==> src/rtl/shl_seq.sv <==
// ---------------------------------------------------------------------------
// shl_seq : multi-cycle logical left shifter.
//
// The operand is shifted left by one bit on each clock, so no combinational
// barrel shifter is needed. The result register d is written only when an
// operation completes. It holds its value until the next completion or reset.
//
// Ports
//   Clk        in   1          rising-edge clock
//   Rst        in   1          asynchronous, active-low reset
//   start      in   1          request, sampled only while idle
//   a          in   DATAWIDTH  operand, captured on an accepted start
//   sh_amt     in   DATAWIDTH  unsigned shift amount, captured on an accepted start
//   busy       out  1          high whenever the FSM is not idle
//   done       out  1          one-cycle pulse, d holds a new result
//   d          out  DATAWIDTH  registered result a << sh_amt (zero fill)
//   dbg_state  out  2          current FSM state (0 idle, 1 shift, 2 done)
//
// Handshake: a request is accepted on a rising edge where start=1 and
// busy=0. start is ignored while busy=1; it is neither queued nor allowed to
// disturb an operation in flight. done pulses for exactly one cycle, and busy
// falls on the edge after that pulse. busy and done are registers, so there
// is no combinational path from start to either output.
// ---------------------------------------------------------------------------
module shl_seq #(
  parameter int DATAWIDTH = 8
) (
  input  logic                 Clk,
  input  logic                 Rst,
  input  logic                 start,
  input  logic [DATAWIDTH-1:0] a,
  input  logic [DATAWIDTH-1:0] sh_amt,
  output logic                 busy,
  output logic                 done,
  output logic [DATAWIDTH-1:0] d,
  output logic [1:0]           dbg_state
);

  // The counter must be able to hold the value DATAWIDTH itself.
  localparam int CW = $clog2(DATAWIDTH + 1);

  localparam logic [DATAWIDTH-1:0] W_DW_OPND = DATAWIDTH'(DATAWIDTH);
  localparam logic [CW-1:0]        W_DW_CNT  = CW'(DATAWIDTH);

  typedef enum logic [1:0] {
    S_IDLE  = 2'd0,
    S_SHIFT = 2'd1,
    S_DONE  = 2'd2
  } state_t;

  state_t                r_state;
  logic [DATAWIDTH-1:0]  r_sreg;
  logic [CW-1:0]         r_cnt;
  logic [DATAWIDTH-1:0]  r_d;
  logic                  r_busy;
  logic                  r_done;

  logic                  w_clamp;
  logic [CW-1:0]         w_n;

  // Any amount of DATAWIDTH or more shifts every bit out, so it is clamped to
  // DATAWIDTH. An unclamped amount is below DATAWIDTH and therefore fits in CW
  // bits.
  assign w_clamp = (sh_amt >= W_DW_OPND);
  assign w_n     = w_clamp ? W_DW_CNT : sh_amt[CW-1:0];

  always_ff @(posedge Clk or negedge Rst) begin
    if (!Rst) begin
      r_state <= S_IDLE;
      r_sreg  <= '0;
      r_cnt   <= '0;
      r_d     <= '0;
      r_busy  <= 1'b0;
      r_done  <= 1'b0;
    end else begin
      case (r_state)
        S_IDLE: begin
          if (start) begin
            r_sreg <= a;
            r_cnt  <= w_n;
            r_busy <= 1'b1;
            if (w_n == '0) begin
              // A zero-length shift completes at once with the operand unchanged.
              r_state <= S_DONE;
              r_d     <= a;
              r_done  <= 1'b1;
            end else begin
              r_state <= S_SHIFT;
            end
          end
        end

        S_SHIFT: begin
          r_sreg <= r_sreg << 1;
          r_cnt  <= r_cnt - CW'(1);
          if (r_cnt == CW'(1)) begin
            // The last shift goes straight into d, so d is written only at
            // completion.
            r_state <= S_DONE;
            r_d     <= r_sreg << 1;
            r_done  <= 1'b1;
          end
        end

        S_DONE: begin
          r_state <= S_IDLE;
          r_done  <= 1'b0;
          r_busy  <= 1'b0;
        end

        default: begin
          r_state <= S_IDLE;
          r_done  <= 1'b0;
          r_busy  <= 1'b0;
        end
      endcase
    end
  end

  assign busy      = r_busy;
  assign done      = r_done;
  assign d         = r_d;
  assign dbg_state = r_state;

endmodule

==> config.mk <==
export PLATFORM = sky130hd
export DESIGN_NAME = shl_seq
export DESIGN_NICKNAME = d
export VERILOG_FILES = /design/src/rtl/shl_seq.sv
export SDC_FILE = /design/constraint.sdc
export NUM_CORES = 1
export LEC_CHECK = 0
export ABC_AREA = 1
export CAP_MARGIN = 30
export CORE_UTILIZATION = 51
export CTS_BUF_LIST = sky130_fd_sc_hd__clkbuf_8 sky130_fd_sc_hd__clkbuf_16
export CTS_CLUSTER_SIZE = 8
export DETAILED_ROUTE_END_ITERATION = 10
export GPL_TIMING_DRIVEN = 0
export PLACE_DENSITY = 0.84
export SYNTH_ARGS = -nofsm -noshare
export SYNTH_HDL_FRONTEND = slang
export SYNTH_SLANG_ARGS = --single-unit
==> constraint.sdc <==
create_clock -name Clk -period 3.9 [get_ports Clk]
set_clock_uncertainty 0.2 [all_clocks]
set_input_delay 0.39 -clock Clk [delete_from_list [all_inputs] [get_ports Clk]]
set_output_delay 0.39 -clock Clk [all_outputs]
set_load 0.01 [all_outputs]
==> results of run 1 <==
==> routing by layer <==
layer	share of wire	GRT usage
met2	0.49	0.409
met5	0	0
met1	0.46	0.303
met3	0.036	0.0424
met4	0.015	0.106
==> state kept, by name (all words and copies together) (netlist names) <==
signal     count
busy           1
r_sreg         7
d              8
r_cnt          4
dbg_state      2
done           1
==> worst max-delay path by stage <==
stage                        end
floorplan               r_cnt[2]
global placement            d[2]
detailed placement          d[3]
CTS                 dbg_state[1]
global route                d[6]
finish              dbg_state[1]
==> power by group through the flow <==
stage	Combinational [µW]	Clock [µW]	Sequential (µW)
6_report	733	148	403
5_1_grt	826	158	419
4_1_cts	735	151	404
3_5_place_dp	729	0	409
3_3_place_gp	700	0	403
2_1_floorplan	467	0	427
==> cell families after synthesis <==
group,Yosys count,share of synthesized area
flip-flops,23,0.481
buffers and inverters,23,0.0930
adder cells (fa/ha/maj),2,0.0209
XOR/XNOR,1,0.00732
AO/OA/AOI/OAI,26,0.138
AND/OR/NAND/NOR,67,0.260
==> area by class of cell <==
| class | instances | area (µm²) | area share |
|---|---|---|---|
| Buffer | 3 | 33.8 | 0.0212 |
| Clock buffer | 3 | 41.3 | 0.0259 |
| Clock inverter | 1 | 5.00 | 0.00314 |
| Inverter | 20 | 77.6 | 0.0487 |
| Multi-Input combinational cell | 96 | 510 | 0.320 |
| Sequential cell | 23 | 576 | 0.361 |
| Tap cell | 28 | 35.0 | 0.0220 |
| Timing Repair Buffer | 31 | 315 | 0.198 |
==> per-stage QoR <==
step | area [µm²] | util
after detailed placement | 1550 | 0.700
after global placement | 1530 | 0.693
after floorplan | 1200 | -
after CTS | 1590 | 0.721
after global routing | 1590 | 0.721
final | 1590 | 0.721
==> cells in the final DEF (no fill, tap or decap), drive strengths merged <==
cell / synthesis / layout
a21oi: 2 / 2
clkbuf: 0 / 3
nor2: 9 / 9
buf: 3 / 4
a22oi: 3 / 3
clkinv: 0 / 1
ha: 2 / 2
clkdlybuf4s50: 0 / 30
inv: 20 / 20
xor2: 1 / 1
nor3: 1 / 1
nand4: 7 / 7
nand3: 5 / 5
dfrtp: 23 / 23
nand2: 45 / 45
o21ai: 20 / 20
o22ai: 1 / 1
==> flow_metrics.tcl, run 1 <==
set metrics [dict create \
    status "finished, final reports clean" \
    reg2reg_slack_ns 2.31 \
    synth_cell_type_count 24 \
    track_usage 0.243 \
    die-area_mm2 0.00255 \
    drc 0 \
    end_kind "output port" \
    grt_pass1_vias 1086 \
    path_clk_slew_ns 0.08 \
    hold_path_class "input pin to async pin" \
    grt_max_degree 14 \
    layoutNonFillerInstCount 205 \
    cpMaxStageDelayCell "clkdlybuf4s50_1" \
    drv_cap 0 \
    wl_mm 2.53 \
    clkLatencyLatePin_ns 0.26 \
    yosysWarnings 0 \
    setup_ws_ns 2.05 \
    final_max_slew_viol_count 0 \
    globalRouteOverflowTotal 0 \
    fin_crit_sh 0.474 \
    yosysSeqAreaShare 0.481 \
    dp_hpwl_mm 1.97 \
    wire_per_inst_um 12.4 \
    power_density_mw_per_mm2 805 \
    slew_headroom 0.663 \
    yosys-top-cells-count "nand2_1 (41), dfrtp_1 (23), inv_1 (17), o21ai_0 (12), nor2_1 (8)" \
    dp.cells 201 \
    fin_tns_setup_ns 0 \
    vdd_drop_max_mv 0.474 \
    syn_inst 142 \
    grt_pass1_wl_mm 4.61 \
    p_clk_frac 0.115 \
    clock_sinks 23 \
    ys_ff_latch 23 \
    synth-edff-count 0 \
    switchingPower_uw 558 \
    synthArstFlopShare 1.00 \
    io_pins 31 \
    post-place-ws_ns 1.86 \
    vias 1039 \
    die_w_um 50.5 \
    leakagePower_uw 0.000776 \
    critPathArrivalTime_ns 1.26 \
    cts_tree "built" \
    antenna_left 0 \
    cts_resized 0 \
    cp_num_cells 1 \
    worstSetupStartpoint "dbg_state[1]" \
    place.gp.congestion 0.789 \
    reg2regPathDepth 7 \
    fp.dieH_um 50.5 \
    r2r-end "d[3]" \
    num_rows 17 \
    critical_path_buf_inv_count 1 \
    critical_path.max_stage_delay_ns 0.56 \
    start_util 0.541 \
    post-cts-setup-buffers 0 \
    yosysMostFrequentCell "nand2_1" \
    layout-drive-gt1-share 0.136 \
    final_net_count 199 \
    synthFlopType "dfrtp_1" \
    p_comb_frac 0.571 \
    power.internal_uw 726 \
    startpoint_type "flop" \
    viasPerCell 5.07 \
    hold_ws_ns 0.256 \
    antenna_found_initial 0 \
    syn2layout_area_growth_pct 33.1 \
    num-fill-cells 179 \
    rsz0062_at_grt "no" \
    path_max_fanout 4 \
    core-area_mm2 0.00221 \
    finalPower_uw 1280 \
    diodes 0 \
    synth_top_area_frac 0.481 \
    synth_nets 163 \
    syn_avg_cell_area_um2 8.43 \
    hold_buffers 0 \
    ctsLongestPathBuffers 2 \
    final.min_clock_period_ns 1.85 \
    pwr-share-seq 0.314 \
    yosysTopAreaCell "dfrtp_1" \
    drtPass1Iterations 4 \
    worstPathCellList "clkdlybuf4s50_1" \
    cts-root-buf "clkbuf_8" \
    h-tree-depth 1 \
    required_ns 3.31 \
    drt_iter0_drc 28 \
    numPortBuffers 30 \
    cts_buffers 3 \
    worstReg2RegStart "r_cnt[1]" \
    fmax_ghz 0.541 \
    cp_top_family "buffers and inverters" \
    synth_area_leaders "dfrtp_1 (48%), nand2_1 (13%), inv_1 (5.3%)" \
    syn_area_mm2 0.00120 \
    setup_viol 0 \
    critical_path_class "flop to output port" \
    switching_share 0.434 \
    finalHoldViolCount 0 \
    tightest_slew_ns 0.503 \
]
Power figures use the tool's default switching activity.
==> run 2: changes to the inputs <==
CORE_UTILIZATION = 43   (was 51)
PLACE_DENSITY = 0.76   (was 0.84)
clock period = 1.5 ns   (was 3.9 ns; I/O delays follow)
==> run 2 against run 1 <==
  * The flow now finishes with violations (negative hold slack, negative setup slack)
  * Setup slack lost 2.1 ns
  * Critical path depth grew 6
  * Clock power grew to 2.6 times the previous value
  * Final cell count grew 5.9%
  * Sequential share of layout area shrank 3.3 points
==> flow_metrics.tcl, run 2 (synthesis gave the netlist of run 1 again) <==
set metrics [dict create \
    dp_hpwl_mm 1.98 \
    worstReg2RegStart "dbg_state[0]" \
    pwr-share-seq 0.281 \
    drc 0 \
    layout.cells.most_common "nand2_1" \
    fp.dieH_um 54.8 \
    leakagePower_uw 0.000875 \
    grt_max_degree 15 \
    power.internal_uw 2080 \
    hold_ws_ns -0.000859 \
    antenna_left 0 \
    final_max_slew_viol_count 0 \
    wl_mm 2.93 \
    drv_cap 0 \
    syn2layout_area_growth_pct 46.7 \
    numPortBuffers 30 \
    fmax_ghz 0.634 \
    setup_ws_ns -0.0771 \
    vias 1147 \
    clkLatencyLatePin_ns 0.27 \
    grt_pass1_vias 1005 \
    p_comb_frac 0.615 \
    finalHoldViolCount 4 \
    track_usage 0.208 \
    critPathArrivalTime_ns 1.59 \
    largest_reg_flops 8 \
    switchingPower_uw 1690 \
    final_cell_mix "nand2_1 (40), dfrtp_1 (22), clkdlybuf4s50_1 (18), inv_1 (16)" \
    num-fill-cells 198 \
    required_ns 1.51 \
    globalRouteOverflowTotal 0 \
    fin_tns_setup_ns -0.211 \
    vdd_drop_max_mv 1.38 \
    grt_pass1_wl_mm 4.45 \
    path_clk_slew_ns 0.09 \
    setup_viol 7 \
    r2r-end "d[2]" \
    final_net_count 209 \
    cts-root-buf "clkbuf_8" \
    cts_tree "built" \
    layoutNonFillerInstCount 217 \
    end_kind "flop" \
    wire_per_inst_um 13.5 \
    switching_share 0.448 \
    core-area_mm2 0.00254 \
    path_max_fanout 10 \
    slew_headroom 0.685 \
    cts_buffers 3 \
    place.gp.congestion 0.767 \
    final_util 0.690 \
    layout-drive-gt1-share 0.230 \
    hold_path_class "input pin to async pin" \
    drtPass1Iterations 4 \
    start_util 0.471 \
    tightest_slew_ns 0.471 \
    num_rows 18 \
    reg2regPathDepth 7 \
    die-area_mm2 0.00300 \
    antenna_found_initial 0 \
    ctsLongestPathBuffers 2 \
    clock_sinks 23 \
    critical_path_class "flop to flop" \
    dp.cells 203 \
    final.min_clock_period_ns 1.58 \
    drt_iter0_drc 32 \
    h-tree-depth 1 \
    io_pins 31 \
    finalPower_uw 3770 \
    fin_crit_sh 1.05 \
    die_w_um 54.8 \
    reg2reg_slack_ns -0.08 \
    rsz0062_at_grt "yes" \
    viasPerCell 5.29 \
    violations "negative hold slack, negative setup slack" \
    power_density_mw_per_mm2 2150 \
    p_clk_frac 0.104 \
    status "finished, violations left" \
    diodes 0 \
    startpoint_type "flop" \
]
## run 2: cell count changes in the layout (fill, tap and decap cells not counted), sizes merged
cell,change
dlymetal6s2s,+1
nand3,+1
buf,+9
dlygate4sd2,+11
clkdlybuf4s50,-12
## run 2: metal layers
| layer | vias to the layer above | global-route usage | part of all wire |
|---|---|---|---|
| li1 | 558 | - | - |
| met1 | 551 | 0.273 | 0.44 |
| met2 | 32 | 0.343 | 0.50 |
| met3 | 6 | 0.0278 | 0.047 |
| met4 | 0 | 0.0769 | 0.013 |
| met5 | - | 0 | 0 |
## run 2: per-stage QoR
| step | setup WS (ns) | instance area [µm²] |
|---|---|---|
| 2_1_floorplan | 0.0552 | 1200 |
| 3_3_place_gp | -0.237 | 1540 |
| 3_5_place_dp | -0.284 | 1550 |
| 4_1_cts | -0.0106 | 1640 |
| 5_1_grt | -0.157 | 1760 |
| 6_report | -0.0771 | 1760 |
## run 2: area by class of cell
cell class | count | area, µm² | area share
buffer | 3 | 42.5 | 0.0242
clock buffer | 3 | 41.3 | 0.0235
clock inverter | 1 | 5.00 | 0.00285
inverter | 20 | 77.6 | 0.0442
multi-input combinational | 97 | 604 | 0.344
sequential | 23 | 577 | 0.328
tap | 30 | 37.5 | 0.0214
timing repair buffer | 40 | 372 | 0.212
## run 2: worst max path at each step
stage                      start        to  slack, ns  cells after the start
floorplan           dbg_state[1]  r_cnt[2]       0.06                      5
global placement       sh_amt[4]      d[6]      -0.24                      9
detailed placement     sh_amt[6]      d[0]      -0.28                      9
CTS                 dbg_state[0]      d[2]      -0.01                      7
global route        dbg_state[0]      d[2]      -0.16                      7
finish              dbg_state[0]      d[2]      -0.08                      7
## run 2: critical path, stage by stage (launching register included)
cell and delay [ns]:
dfrtp_1 0.43, inv_2 0.09, nor2_4 0.16, inv_4 0.10, buf_12 0.17, o21ai_4 0.14, nand4_1 0.14, nand2_1 0.10
## run 2: power by group through the flow
stage / sequential (µW) / combinational, µW / clock (µW)
after floorplan: 1110 / 1210 / 0
after global placement: 1050 / 1830 / 0
after detailed placement: 1070 / 1890 / 0
after CTS: 1050 / 1970 / 405
after global routing: 1090 / 2560 / 429
final: 1060 / 2320 / 392
## run 2: timing repair
| item | CTS | global route |
|---|---|---|
| endpoints found under the setup margin | 29 | 22 |
| resized for setup | 19 | 14 |
| hold buffers | 0 | 0 |
| buffers inserted | 2 | 7 |
| gates cloned | 0 | 1 |
| pin swaps | 1 | 5 |
